==> src/rtl/seg_scan_ctrl.sv <==
// Multiplexed 4-digit 7-segment and LED scan controller.
// Digits and LEDs are snapshotted at frame start so mid-frame input changes never tear the display.
//
// state | meaning
// IDLE  | display blanked, waiting for en
// LOAD  | one cycle: capture shadows, restart prescaler/digit, pulse frame_start
// SCAN  | drive one digit per SCAN_DIV cycles, digits 0..3, then back to LOAD
module seg_scan_ctrl #(
    parameter int SCAN_DIV     = 4,
    parameter int BLINK_FRAMES = 8
) (
    input  logic       clk,
    input  logic       rst,
    input  logic       en,
    input  logic [7:0] disp0,
    input  logic [7:0] disp1,
    input  logic [7:0] disp2,
    input  logic [7:0] disp3,
    input  logic [7:0] led_in,
    input  logic       blink,
    output logic [7:0] seg,
    output logic [3:0] an,
    output logic [7:0] led_out,
    output logic       frame_start
);

    typedef enum logic [1:0] {IDLE, LOAD, SCAN} state_t;

    localparam logic [15:0] DIV_TC = 16'(SCAN_DIV - 1);
    localparam logic [7:0]  FRM_TC = 8'(BLINK_FRAMES - 1);

    state_t          state, state_nxt;
    logic [15:0]     presc;
    logic [1:0]      digit;
    logic [7:0]      frame_cnt;
    logic            phase;
    logic            blank_phase;
    logic [3:0][7:0] sh_disp;
    logic [7:0]      sh_led;
    logic            tick;

    assign tick = (state == SCAN) && (presc == DIV_TC);

    always_ff @(posedge clk or posedge rst) begin
        if (rst) state <= IDLE;
        else     state <= state_nxt;
    end

    always_comb begin
        state_nxt = state;
        case (state)
            IDLE:    if (en) state_nxt = LOAD;
            LOAD:    state_nxt = SCAN;
            SCAN:    if (tick && digit == 2'd3) state_nxt = LOAD;
            default: state_nxt = IDLE;
        endcase
        if (!en) state_nxt = IDLE;
    end

    // blank_phase freezes the blink phase for the whole frame it was loaded with,
    // so a frame is blanked only after BLINK_FRAMES complete frames have been shown.
    always_ff @(posedge clk or posedge rst) begin
        if (rst) begin
            presc       <= '0;
            digit       <= '0;
            frame_cnt   <= '0;
            phase       <= 1'b0;
            blank_phase <= 1'b0;
            sh_disp     <= '0;
            sh_led      <= '0;
        end else if (state == LOAD) begin
            presc       <= '0;
            digit       <= '0;
            sh_disp     <= {disp3, disp2, disp1, disp0};
            sh_led      <= led_in;
            blank_phase <= phase;
            if (frame_cnt == FRM_TC) begin
                frame_cnt <= '0;
                phase     <= ~phase;
            end else begin
                frame_cnt <= frame_cnt + 8'd1;
            end
        end else if (state == SCAN) begin
            if (tick) begin
                presc <= '0;
                digit <= digit + 2'd1;
            end else begin
                presc <= presc + 16'd1;
            end
        end
    end

    always_comb begin
        an          = 4'b1111;
        seg         = 8'h00;
        led_out     = 8'h00;
        frame_start = 1'b0;
        case (state)
            LOAD: frame_start = 1'b1;
            SCAN: begin
                seg = sh_disp[digit];
                if (!(blink && blank_phase)) begin
                    an      = ~(4'b0001 << digit);
                    led_out = sh_led;
                end
            end
            default: ;
        endcase
    end

endmodule

==> config.mk <==
export PLATFORM = sky130hd
export DESIGN_NAME = seg_scan_ctrl
export DESIGN_NICKNAME = d
export VERILOG_FILES = /design/src/rtl/seg_scan_ctrl.sv
export SDC_FILE = /design/constraint.sdc
export NUM_CORES = 1
export LEC_CHECK = 0
export CAP_MARGIN = 0
export CORE_UTILIZATION = 30
export CTS_BUF_LIST = sky130_fd_sc_hd__clkbuf_4
export DETAILED_ROUTE_END_ITERATION = 10
export GPL_ROUTABILITY_DRIVEN = 0
export PLACE_DENSITY = 0.56
export REMOVE_ABC_BUFFERS = 1
export SLEW_MARGIN = 20
export SYNTH_ARGS = -nofsm -noshare
export SYNTH_HDL_FRONTEND = slang
export SYNTH_SLANG_ARGS = --single-unit
==> constraint.sdc <==
create_clock -name clk -period 3.4 [get_ports clk]
set_clock_uncertainty 0.2 [all_clocks]
set_input_delay 0.68 -clock clk [delete_from_list [all_inputs] [get_ports clk]]
set_output_delay 0.68 -clock clk [all_outputs]
set_load 0.01 [all_outputs]
* Word-level counts from Yosys, hierarchy flattened *
Index checks and enable logic that the tools add are counted.

word-level totals
  logic and storage cells = 50
  input bits = 44
  output and inout port bits = 21
  bits in registers = 70

cells by class
  add/subtract/negate cells = 3
  shift-type cells = 1
  mux-type cells = 18
  reduce and logical (&&, ||, !) cells = 8
  bitwise operators = 2
  equal/unequal tests = 6
  magnitude comparators = 1

operators by type and width
  operator                                                                 count
  16-bit two-way mux                                                       3
  8-bit two-way mux                                                        5
  16-bit by 1-bit adder with 16-bit output, second input constant          1
  8-bit binary-select mux with 2-bit select                                1
  16-bit by 2-bit equality test with 1-bit output, second input constant   1
  2-bit two-way mux                                                        5
  8-bit by 1-bit adder with 8-bit output, second input constant            1
  8-bit by 3-bit equality test with 1-bit output, second input constant    1
  4-bit two-way mux                                                        2
  2-bit case mux with 3 select lines                                       1
  2-bit equality test, second input constant                               2
  4-bit inverter                                                           1
  2-bit AND reduction                                                      2
  2-bit nonzero test                                                       2
  1-bit by 2-bit left shift with 4-bit output, first input constant        1
  1-bit logical AND                                                        3
  2-bit by 3-bit < comparator with 1-bit output, second input constant     1
  3-bit by 2-bit inequality test with 1-bit output, second input constant  1
  2-bit by 1-bit adder with 2-bit output, second input constant            1
  2-bit by 1-bit equality test with 1-bit output, second input constant    1
  2-bit zero test                                                          1
  1-bit two-way mux                                                        1
  1-bit inverter                                                           1

* Longest topological paths before layout *
Gate-level depths: netlist of run 1.

  depth after elaboration = 6
  depth in mapped cells = 7

* Worst setup path after synthesis of run 1 *
OpenSTA, ideal clock, no wires.

  path kind = reg2out
  start point = register digit[0]
  end point = output seg[0]
  path buffers = 1
  required time = 2,520 ps
  cell stages (with the launch flop) = 4
  path slack = 1,168 ps
  arrival = 1,352 ps
  path through = dfrtp_1 buf_2 mux4_2 and2_1

between the ends
  word-level cells in the longest chain between the ends = 3

RTL lines
  item                                       line  source
  from (decl)                                34    logic [1:0] digit;
  from (signal assigned)                     86    digit <= digit + 2'd1;
  8-bit binary-select mux with 2-bit select  101   seg = sh_disp[digit];
  8-bit two-way mux (implied by the code)    101
  8-bit two-way mux                          98    case (state)
  to (decl)                                  21    output logic [7:0] seg,

No other way between the ends. The select of a mux whose other input is x is not followed.

* Final worst setup path of run 1 *
  start point = register digit[0]
  end point = output seg[7]

Same word-level chain as after synthesis.

==> results of run 1 <==
-- sequential cells by signal, indices dropped and copies added, names as in the netlist --
signal       flops
state            2
phase            1
sh_disp         32
presc           16
frame_cnt        8
sh_led           8
digit            2
blank_phase      1
-- synth_stat cells (3+ instances only) --
master,n
buf_2,3
mux2i_1,3
ha_1,10
nand2_1,14
and2_1,16
inv_1,10
mux2_2,43
xor2_1,9
xnor2_1,8
o21ai_0,4
a21boi_0,3
nand4_1,6
nor3_1,3
nand2b_1,3
dfrtp_1,70
and4_1,3
nor4_1,4
clkbuf_1,10
nor2_1,15
a21oi_1,4
nand3_1,9
mux4_2,8
-- metal layers --
metal	GRT usage	wire length (um)	up-vias
met5	0	0	-
li1	-	-	1122
met2	0.2143	3248	54
met1	0.1730	3298	1165
met4	0.06371	131	0
met3	0.04159	425	10
-- power by group through the flow --
stage	combinational, W	clock, W	sequential [W]
2_1_floorplan	0.000752	0	0.00135
3_3_place_gp	0.00103	0	0.00139
3_5_place_dp	0.00105	0	0.00140
4_1_cts	0.00105	0.000462	0.00138
5_1_grt	0.00115	0.000496	0.00143
6_report	0.00103	0.000435	0.00138
-- cell type report --
class / count / area [um^2] / area share
Clock buffer: 10 / 75.07 / 0.01731
Clock inverter: 6 / 28.78 / 0.006636
Inverter: 10 / 37.54 / 0.008656
Multi-Input combinational cell: 184 / 1560 / 0.3598
Sequential cell: 70 / 1752 / 0.4039
Tap cell: 140 / 175.2 / 0.04039
Timing Repair Buffer: 73 / 708.2 / 0.1633
-- critical path, delay by kind of cell, from the launching register on --
kind | cells | cell delay (ns)
simple gates | 1 | 0.19
mux | 1 | 0.52
flops | 1 | 0.34
buf+inv | 2 | 0.72
-- final timing paths --
path                                   start           end  slack [ns]
worst max-delay path                digit[0]        seg[7]        0.34
worst min-delay path                     rst     sh_led[5]        0.28
worst max register to register      state[1]     presc[15]        0.88
worst min register to register  frame_cnt[7]  frame_cnt[7]        0.29
max in group asynchronous                rst      state[1]        1.99
min in group clk                frame_cnt[7]  frame_cnt[7]        0.29
-- cells by family (layout without fill, tap and decap cells) --
group	count (synthesis)	count (layout)	synth area share
compound gates	16	16	0.02945
buf+inv	23	99	0.02650
mux	54	54	0.2043
fa+ha+maj	10	10	0.03681
simple gates	87	87	0.1439
xor+xnor	17	17	0.04380
flops	70	70	0.5153
-- stage by stage --
stage	utilization	setup WS [ns]	power (W)	cells	hold WS (ns)
floorplan	-	0.1135	0.002099	264	0.2362
CTS	0.3966	0.2909	0.002900	493	0.2592
finish	0.3966	0.3412	0.002847	493	0.2820
detailed placement	0.3871	0.3808	0.002450	477	0.2669
global placement	0.3871	0.3826	0.002429	477	0.2618
global route	0.3966	0.1827	0.003077	493	0.2691
==> qor.yml, run 1 <==
power:
  combPwrFrac: 0.363
  p_int_w: 0.001944
  switching_share: 0.3174
  leakagePower_nw: 1.781
  ir_drop_mv: 0.2809
  p_clk_frac: 0.153
  seq_power_share: 0.484
  switchingPower_w: 0.0009037
  powerDensity_mw_per_mm2: 656.6
timing:
  worst_pin_slew_ns: 0.5229
  min_period_ns: 3.059
  rsz0062_at_grt: "no"
  fmax_ghz: 0.3269
  fin_crit_sh: 0.8997
  finalSetupViolCount: 0
  hold_viol_final: 0
  slew_violations: 0
  finalSetupTns_ns: 0
  relSlewSlack: 0.6514
min_path:
  hold_path_class: "input port to async pin"
detailed_routing:
  ant_nets: 0
  drc: 0
  drt_iter0_markers: 90
  wl_mm: 7.104
  wl_per_cell_um: 14.41
  vias: 2351
  dr.pass1.iters: 4
  vias_per_cell: 4.769
critical_path:
  startpoint_type: "flop"
  crit_path_end_kind: "primary output"
  critPathKind: "flop to primary output"
  worstPathRequired_ns: 2.52
  path_cells: "buf_4 > mux4_2 > and2_1 > clkdlybuf4s50_1"
  cpMaxStageDelayCell: "mux4_2"
  worst_path_largest_cell_delay_ns: 0.52
  ff2ff_path_depth: 6
  cp_data_arrival_time_ns: 2.18
  path_max_fanout: 13
clock_tree:
  clock_latency_ns: 0.41
  cts_setup_buffers: 0
  cts_root_buffer: "clkbuf_4"
  cts_inserted_buffers: 9
  htree_num_levels: 3
  clock_path_buffers: 2
  clkTransAtPathRegs_ns: 0.11
  cts_resized: 0
  tritoncts: "done"
  cts_sinks: 70
  hold_buffers: 0
synthesis:
  syn_area_per_cell_um2: 12.27
  synth_area_leaders: "dfrtp_1, mux2_2, mux4_2"
  async_flop_share: 1.000
  syn_inst: 277
  synth_top_cell_by_area: "dfrtp_1"
  synth_area_mm2: 0.003400
  synth-edff-count: 0
  ys_seq_area_frac: 0.5153
  synth_cell_types: 36
  yosys_most_used_dff: "dfrtp_1"
  ys_warn_count: 0
  ys_ff_latch: 70
  synth_top_cell_area_share: 0.5153
layout:
  nets: 402
  final_cell_mix: "dfrtp_1, clkdlybuf4s50_1, mux2_2"
  fin_area_mm2: 0.004337
  final_common_cell: "dfrtp_1"
  syn2layout_area_growth_pct: 27.57
  diodes: 0
  drive_above_1_share: 0.2210
  final.fill_count: 1083
grt:
  grt_pass1_vias: 2542
  overflow: 0
  grt_pass1_wl_mm: 12.25
  grt_usage: 0.1371
  antenna_found_initial: 0
  grt_max_degree: 37
floorplan:
  core_mm2: 0.01094
  dieArea_mm2: 0.01176
  die_h_um: 108.5
  start_util: 0.3109
  rows: 38
  pin_count: 65
  die_w_um: 108.5
place:
  dp_hpwl_mm: 5.012
  port_buffers: 64
  place_area_mm2: 0.004233
outcome:
  status: "finished clean"
job:
  cap_violations: 0
No activity file was read; power rests on OpenSTA's default activity.
==> run 2: changes to the inputs <==
--- a/config.mk
+++ b/config.mk
@@ -7,9 +7,10 @@
 export LEC_CHECK = 0
 export CAP_MARGIN = 0
 export CORE_UTILIZATION = 30
-export CTS_BUF_LIST = sky130_fd_sc_hd__clkbuf_4
+export CTS_BUF_LIST = sky130_fd_sc_hd__clkbuf_2 sky130_fd_sc_hd__clkbuf_4 sky130_fd_sc_hd__clkbuf_8
 export DETAILED_ROUTE_END_ITERATION = 10
 export GPL_ROUTABILITY_DRIVEN = 0
+export GPL_TIMING_DRIVEN = 0
 export PLACE_DENSITY = 0.56
 export REMOVE_ABC_BUFFERS = 1
 export SLEW_MARGIN = 20
==> qor.yml, run 2 (synthesis gave the netlist of run 1 again) <==
floorplan:
  die_h_um: 108.5  # unchanged
  die_w_um: 108.5  # unchanged
  rows: 38  # unchanged
  dieArea_mm2: 0.01176  # unchanged
  start_util: 0.3109  # unchanged
  pin_count: 65  # unchanged
  core_mm2: 0.01094  # unchanged
critical_path:
  crit_family: "buffers and inverters"  # unchanged
  r2r_start: "state[0]"  # was state[1]
  critPathKind: "flop to primary output"  # unchanged
  cp_data_arrival_time_ns: 2.36  # was 2.18 ns
  worstPathRequired_ns: 2.52  # about the same
  startpoint_type: "flop"  # unchanged
  ff2ff_path_depth: 6  # unchanged
  cp-startpoint: "state[0]"  # was digit[0]
  cp.buffers_inverters: 3  # was 2
  path_max_fanout: 14  # was 13
  reg2reg_setup_slack_ns: 0.44  # was 0.88 ns
  setup.worst_path.end: "led_out[7]"  # was seg[7]
  worst_path_largest_cell_delay_ns: 0.54  # was 0.52 ns
  crit_cells: 6  # was 4
  path_cells: "inv_1 > ha_2 > a21boi_4 > buf_12 > and2_1 > clkdlybuf4s50_1"  # was buf_4 > mux4_2 > and2_1 > clkdlybuf4s50_1
  cpMaxStageDelayCell: "clkdlybuf4s50_1"  # was mux4_2
  crit_path_end_kind: "primary output"  # unchanged
  critical_path.reg2reg.endpoint: "digit[0]"  # was presc[15]
timing:
  rsz0062_at_grt: "no"  # unchanged
  fin_crit_sh: 0.9541  # was 0.8997
  worst_pin_slew_ns: 0.6972  # was 0.5229 ns
  fmax_ghz: 0.3083  # was 0.3269 GHz
  slew_violations: 0  # unchanged
  finalSetupViolCount: 0  # unchanged
  min_period_ns: 3.244  # was 3.059 ns
  relSlewSlack: 0.5352  # was 0.6514
  setup_ws_ns: 0.1559  # was 0.3412 ns
  hold_viol_final: 0  # unchanged
grt:
  grt_pass1_wl_mm: 11.87  # was 12.25 mm
  overflow: 0  # unchanged
  grt_max_degree: 57  # was 37
  grt_pass1_vias: 2429  # was 2542
  antenna_found_initial: 0  # unchanged
  grt_usage: 0.1343  # was 0.1371
layout:
  largest_register_ffs: 32  # unchanged
  fin_cells: 486  # was 493
  diodes: 0  # unchanged
  final.fill_count: 1059  # was 1083
  nets: 395  # was 402
  drive_above_1_share: 0.2254  # was 0.2210
  largest-register: "sh_disp"  # unchanged
  final_cell_mix: "dfrtp_1, clkdlybuf4s50_1, mux2_2"  # unchanged
  fin_area_mm2: 0.004418  # was 0.004337 mm^2
  syn2layout_area_growth_pct: 29.96  # was 27.57%
  final_common_cell: "dfrtp_1"  # unchanged
  top_regs: "sh_disp: 32 flops, presc: 16 flops"  # unchanged
  post-route-util: 0.4040  # was 0.3966
power:
  p_int_w: 0.002071  # was 0.001944 W
  powerDensity_mw_per_mm2: 680.3  # was 656.6 mW/mm^2
  p_clk_frac: 0.198  # was 0.153
  switchingPower_w: 0.0009339  # was 0.0009037 W
  ir_drop_mv: 0.3060  # was 0.2809 mV
  seq_power_share: 0.474  # was 0.484
  combPwrFrac: 0.328  # was 0.363
  switching_share: 0.3107  # was 0.3174
  leakagePower_nw: 1.783  # was 1.781 nW
detailed_routing:
  wl_mm: 6.790  # was 7.104 mm
  drc: 0  # unchanged
  drt_iter0_markers: 87  # was 90
  wl_per_cell_um: 13.97  # was 14.41 um
  vias: 2306  # was 2351
  dr.pass1.iters: 4  # unchanged
  vias_per_cell: 4.745  # was 4.769
  ant_nets: 0  # unchanged
clock_tree:
  htree_num_levels: 3  # unchanged
  cts_sinks: 70  # unchanged
  cts_inserted_buffers: 9  # unchanged
  clock_path_buffers: 2  # unchanged
  clock_latency_ns: 0.35  # was 0.41 ns
  tritoncts: "done"  # unchanged
  cts_root_buffer: "clkbuf_8"  # was clkbuf_4
  clkTransAtPathRegs_ns: 0.07  # was 0.11 ns
place:
  port_buffers: 64  # unchanged
  place_area_mm2: 0.004205  # was 0.004233 mm^2
  dp.cells: 469  # was 477
  post-place-ws_ns: -0.1657  # was 0.3808 ns
  dp_hpwl_mm: 4.586  # was 5.012 mm
job:
  cap_violations: 0  # unchanged
min_path:
  hold_path_class: "flop to flop"  # was input port to async pin
outcome:
  status: "finished clean"  # unchanged
## run 2: worst register-to-register path, stage by stage, from the launching register on
cell and delay [ns]:
dfrtp_1 0.45, inv_1 0.11, ha_2 0.38, nor4b_1 0.46, a41oi_1 0.31, nor2b_2 0.54
mux2_2 0.39
## run 2: how the worst min path moves through the flow
stage	start	endpoint	slack [ns]	cells after the start
2_1_floorplan	phase	phase	0.24	1
3_3_place_gp	frame_cnt[7]	frame_cnt[7]	0.26	1
3_5_place_dp	frame_cnt[7]	frame_cnt[7]	0.26	1
4_1_cts	frame_cnt[7]	frame_cnt[7]	0.28	1
5_1_grt	frame_cnt[7]	frame_cnt[7]	0.30	1
6_report	frame_cnt[7]	frame_cnt[7]	0.28	1
## run 2: power groups by stage
stage | Clock (W) | Sequential [W] | Combinational [W]
floorplan | 0 | 0.00135 | 0.000752
global placement | 0 | 0.00142 | 0.000964
detailed placement | 0 | 0.00144 | 0.000983
CTS | 0.000623 | 0.00143 | 0.000994
global route | 0.000653 | 0.00148 | 0.00110
finish | 0.000597 | 0.00142 | 0.000985
## run 2: through the flow
stage / hold slack [ns] / power, W / setup TNS, ns
finish: 0.2751 / 0.003005 / 0
global route: 0.2974 / 0.003235 / 0
CTS: 0.2769 / 0.003045 / 0
floorplan: 0.2362 / 0.002099 / 0
global placement: 0.2620 / 0.002388 / -53.68
detailed placement: 0.2613 / 0.002425 / -1.421
## run 2: what timing repair did
item | in CTS | in global routing
endpoints found under the hold margin | 0 | 0
pin swaps | 0 | 0
setup endpoints to repair | 12 | 17
resized for setup | 3 | 2
hold buffers | 0 | 0
setup buffers | 0 | 1
## run 2: area by class of cell
class	instances	area, um^2	area share
inverters	10	40.04	0.009063
repair buffers	66	688.2	0.1558
multi-input cells	184	1587	0.3591
clock inverters	6	37.54	0.008496
clock buffers	10	137.6	0.03115
flip-flops and latches	70	1753	0.3968
well taps	140	175.2	0.03965
## run 2: per-layer routing
layer	vias to the layer above	GRT usage	share of wire
met5	-	0	0
met4	0	0.08012	0.029
li1	1102	-	-
met1	1125	0.1663	0.45
met3	17	0.04943	0.067
met2	62	0.1989	0.45
==> run 3: changes to the inputs <==
--- a/config.mk
+++ b/config.mk
@@ -11,7 +11,7 @@
 export DETAILED_ROUTE_END_ITERATION = 10
 export GPL_ROUTABILITY_DRIVEN = 0
 export GPL_TIMING_DRIVEN = 0
-export PLACE_DENSITY = 0.56
+export PLACE_DENSITY = 0.53
 export REMOVE_ABC_BUFFERS = 1
 export SLEW_MARGIN = 20
 export SYNTH_ARGS = -nofsm -noshare
==> qor.yml, run 3 (synthesis gave the netlist of run 1 again) <==
timing:
  fin_crit_sh: 0.9407  # was 0.9541
  relSlewSlack: 0.3656  # was 0.5352
  min_period_ns: 3.198  # was 3.244 ns
  fmax_ghz: 0.3127  # was 0.3083 GHz
  worst_pin_slew_ns: 0.9496  # was 0.6972 ns
  finalSetupViolCount: 0  # unchanged
  rsz0062_at_grt: "no"  # unchanged
  hold_viol_final: 0  # unchanged
  setup_ws_ns: 0.2018  # was 0.1559 ns
  slew_violations: 0  # unchanged
floorplan:
  core_mm2: 0.01094  # unchanged
  rows: 38  # unchanged
  die_h_um: 108.5  # unchanged
  dieArea_mm2: 0.01176  # unchanged
  die_w_um: 108.5  # unchanged
  pin_count: 65  # unchanged
  start_util: 0.3109  # unchanged
detailed_routing:
  wl_met2_mm: 3.231  # was 3.066 mm
  drc: 0  # unchanged
  wl_per_cell_um: 14.14  # was 13.97 um
  vias_per_cell: 4.716  # was 4.745
  met1_length_mm: 3.025  # was 3.074 mm
  ant_nets: 0  # unchanged
  drt_iter0_markers: 93  # was 87
  dr.max_layer_used: "met4"  # unchanged
  wl_mm: 6.874  # was 6.790 mm
  dr.pass1.iters: 4  # unchanged
  vias: 2292  # was 2306
  wl_met3_um: 498  # was 453 um
layout:
  syn2layout_area_growth_pct: 30.22  # was 29.96%
  drive_above_1_share: 0.2225  # was 0.2254
  final.fill_count: 1099  # was 1059
  nets: 395  # unchanged
  final_cell_mix: "dfrtp_1, clkdlybuf4s50_1, mux2_2"  # unchanged
  multi_input_area_mm2: 0.001587  # unchanged
  regArea_mm2: 0.001753  # unchanged
  largest-register: "sh_disp"  # unchanged
  final_common_cell: "dfrtp_1"  # unchanged
  largest_register_ffs: 32  # unchanged
  fin_area_mm2: 0.004427  # was 0.004418 mm^2
  diodes: 0  # unchanged
  top_regs: "sh_disp: 32 flops, presc: 16 flops"  # unchanged
power:
  powerDensity_mw_per_mm2: 696.6  # was 680.3 mW/mm^2
  leakagePower_nw: 1.802  # was 1.783 nW
  ir_drop_mv: 0.2907  # was 0.3060 mV
clock_tree:
  htree_num_levels: 3  # unchanged
  clock_path_buffers: 2  # unchanged
  tritoncts: "done"  # unchanged
  cts_sinks: 70  # unchanged
  hold_buffers: 0  # unchanged
  clkTransAtPathRegs_ns: 0.07  # about the same
  clock_latency_ns: 0.35  # about the same
  cts_root_buffer: "clkbuf_8"  # unchanged
  cts_inserted_buffers: 9  # unchanged
critical_path:
  path_cells: "inv_1 > ha_4 > a21boi_2 > buf_4 > and2_1 > clkdlybuf4s50_1"  # was inv_1 > ha_2 > a21boi_4 > buf_12 > and2_1 > clkdlybuf4s50_1
  critPathKind: "flop to primary output"  # unchanged
  startpoint_type: "flop"  # unchanged
  cpMaxStageDelayCell: "clkdlybuf4s50_1"  # unchanged
  path_max_fanout: 14  # unchanged
  worst_path_largest_cell_delay_ns: 0.53  # was 0.54 ns
  worstPathRequired_ns: 2.52  # about the same
  cp_data_arrival_time_ns: 2.32  # was 2.36 ns
  crit_path_end_kind: "primary output"  # unchanged
place:
  post-place-ws_ns: 0.05277  # was -0.1657 ns
  dp_hpwl_mm: 4.657  # was 4.586 mm
  port_buffers: 64  # unchanged
  place_area_mm2: 0.004205  # unchanged
grt:
  grt_max_degree: 55  # was 57
  grt_usage: 0.1311  # was 0.1343
  grt_pass1_wl_mm: 11.61  # was 11.87 mm
  overflow: 0  # unchanged
  antenna_found_initial: 0  # unchanged
  grt_pass1_vias: 2321  # was 2429
job:
  cap_violations: 0  # unchanged
min_path:
  hold_path_class: "flop to flop"  # unchanged
outcome:
  status: "finished clean"  # unchanged
-- run 3: final cells by class --
cell class | count | area share
Sequential cell | 70 | 0.3960
Tap cell | 140 | 0.03957
Timing Repair Buffer | 66 | 0.1509
Multi-Input combinational cell | 184 | 0.3584
Clock buffer | 12 | 0.03590
Inverter | 10 | 0.009045
Clock inverter | 4 | 0.01018
-- run 3: critical path, delay by kind of cell, from the launching register on --
| kind | cells | cell delay (ns) |
|---|---|---|
| buf+inv | 3 | 0.87 |
| flops | 1 | 0.44 |
| compound gates | 1 | 0.27 |
| fa+ha+maj | 1 | 0.24 |
| simple gates | 1 | 0.14 |
-- run 3: final timing paths --
path | endpoint | cells past startpoint | startpoint | slack [ns]
worst min register to register | frame_cnt[7] | 1 | frame_cnt[7] | 0.27
worst max-delay path | led_out[6] | 6 | state[0] | 0.20
min in group asynchronous | presc[7] | 2 | rst | 0.53
max in group asynchronous | digit[0] | 3 | rst | 1.91
worst max register to register | digit[0] | 6 | state[0] | 0.40
worst min-delay path | frame_cnt[7] | 1 | frame_cnt[7] | 0.27
-- run 3: repair_timing --
action                                  4_1_cts  5_1_grt
endpoints found under the setup margin        9       16
pin swaps                                     0        0
resized for setup                             2        2
cloned                                        0        0
setup buffers                                 0        0
-- run 3: routing by layer --
layer | up-vias | track usage
li1 | 1099 | -
met1 | 1129 | 0.1600
met2 | 54 | 0.2039
met3 | 10 | 0.05003
met4 | 0 | 0.06081
met5 | - | 0
-- run 3: where the power goes --
part | internal [W] | total [W] | switching (W)
Combinational | 0.000623 | 0.000974 | 0.000350
Sequential | 0.00116 | 0.00142 | 0.000260
Clock | 0.000384 | 0.000690 | 0.000306
Total | 0.00217 | 0.00308 | 0.000916
-- run 3: per-stage QoR --
stage	hold slack [ns]	setup TNS, ns	utilization	power, W	instances
2_1_floorplan	0.2362	0	-	0.002099	264
3_3_place_gp	0.2618	-57.86	0.3807	0.002390	468
3_5_place_dp	0.2586	0	0.3846	0.002422	470
4_1_cts	0.2756	0	0.4038	0.003134	486
5_1_grt	0.3026	0	0.4048	0.003311	486
6_report	0.2700	0	0.4048	0.003084	486
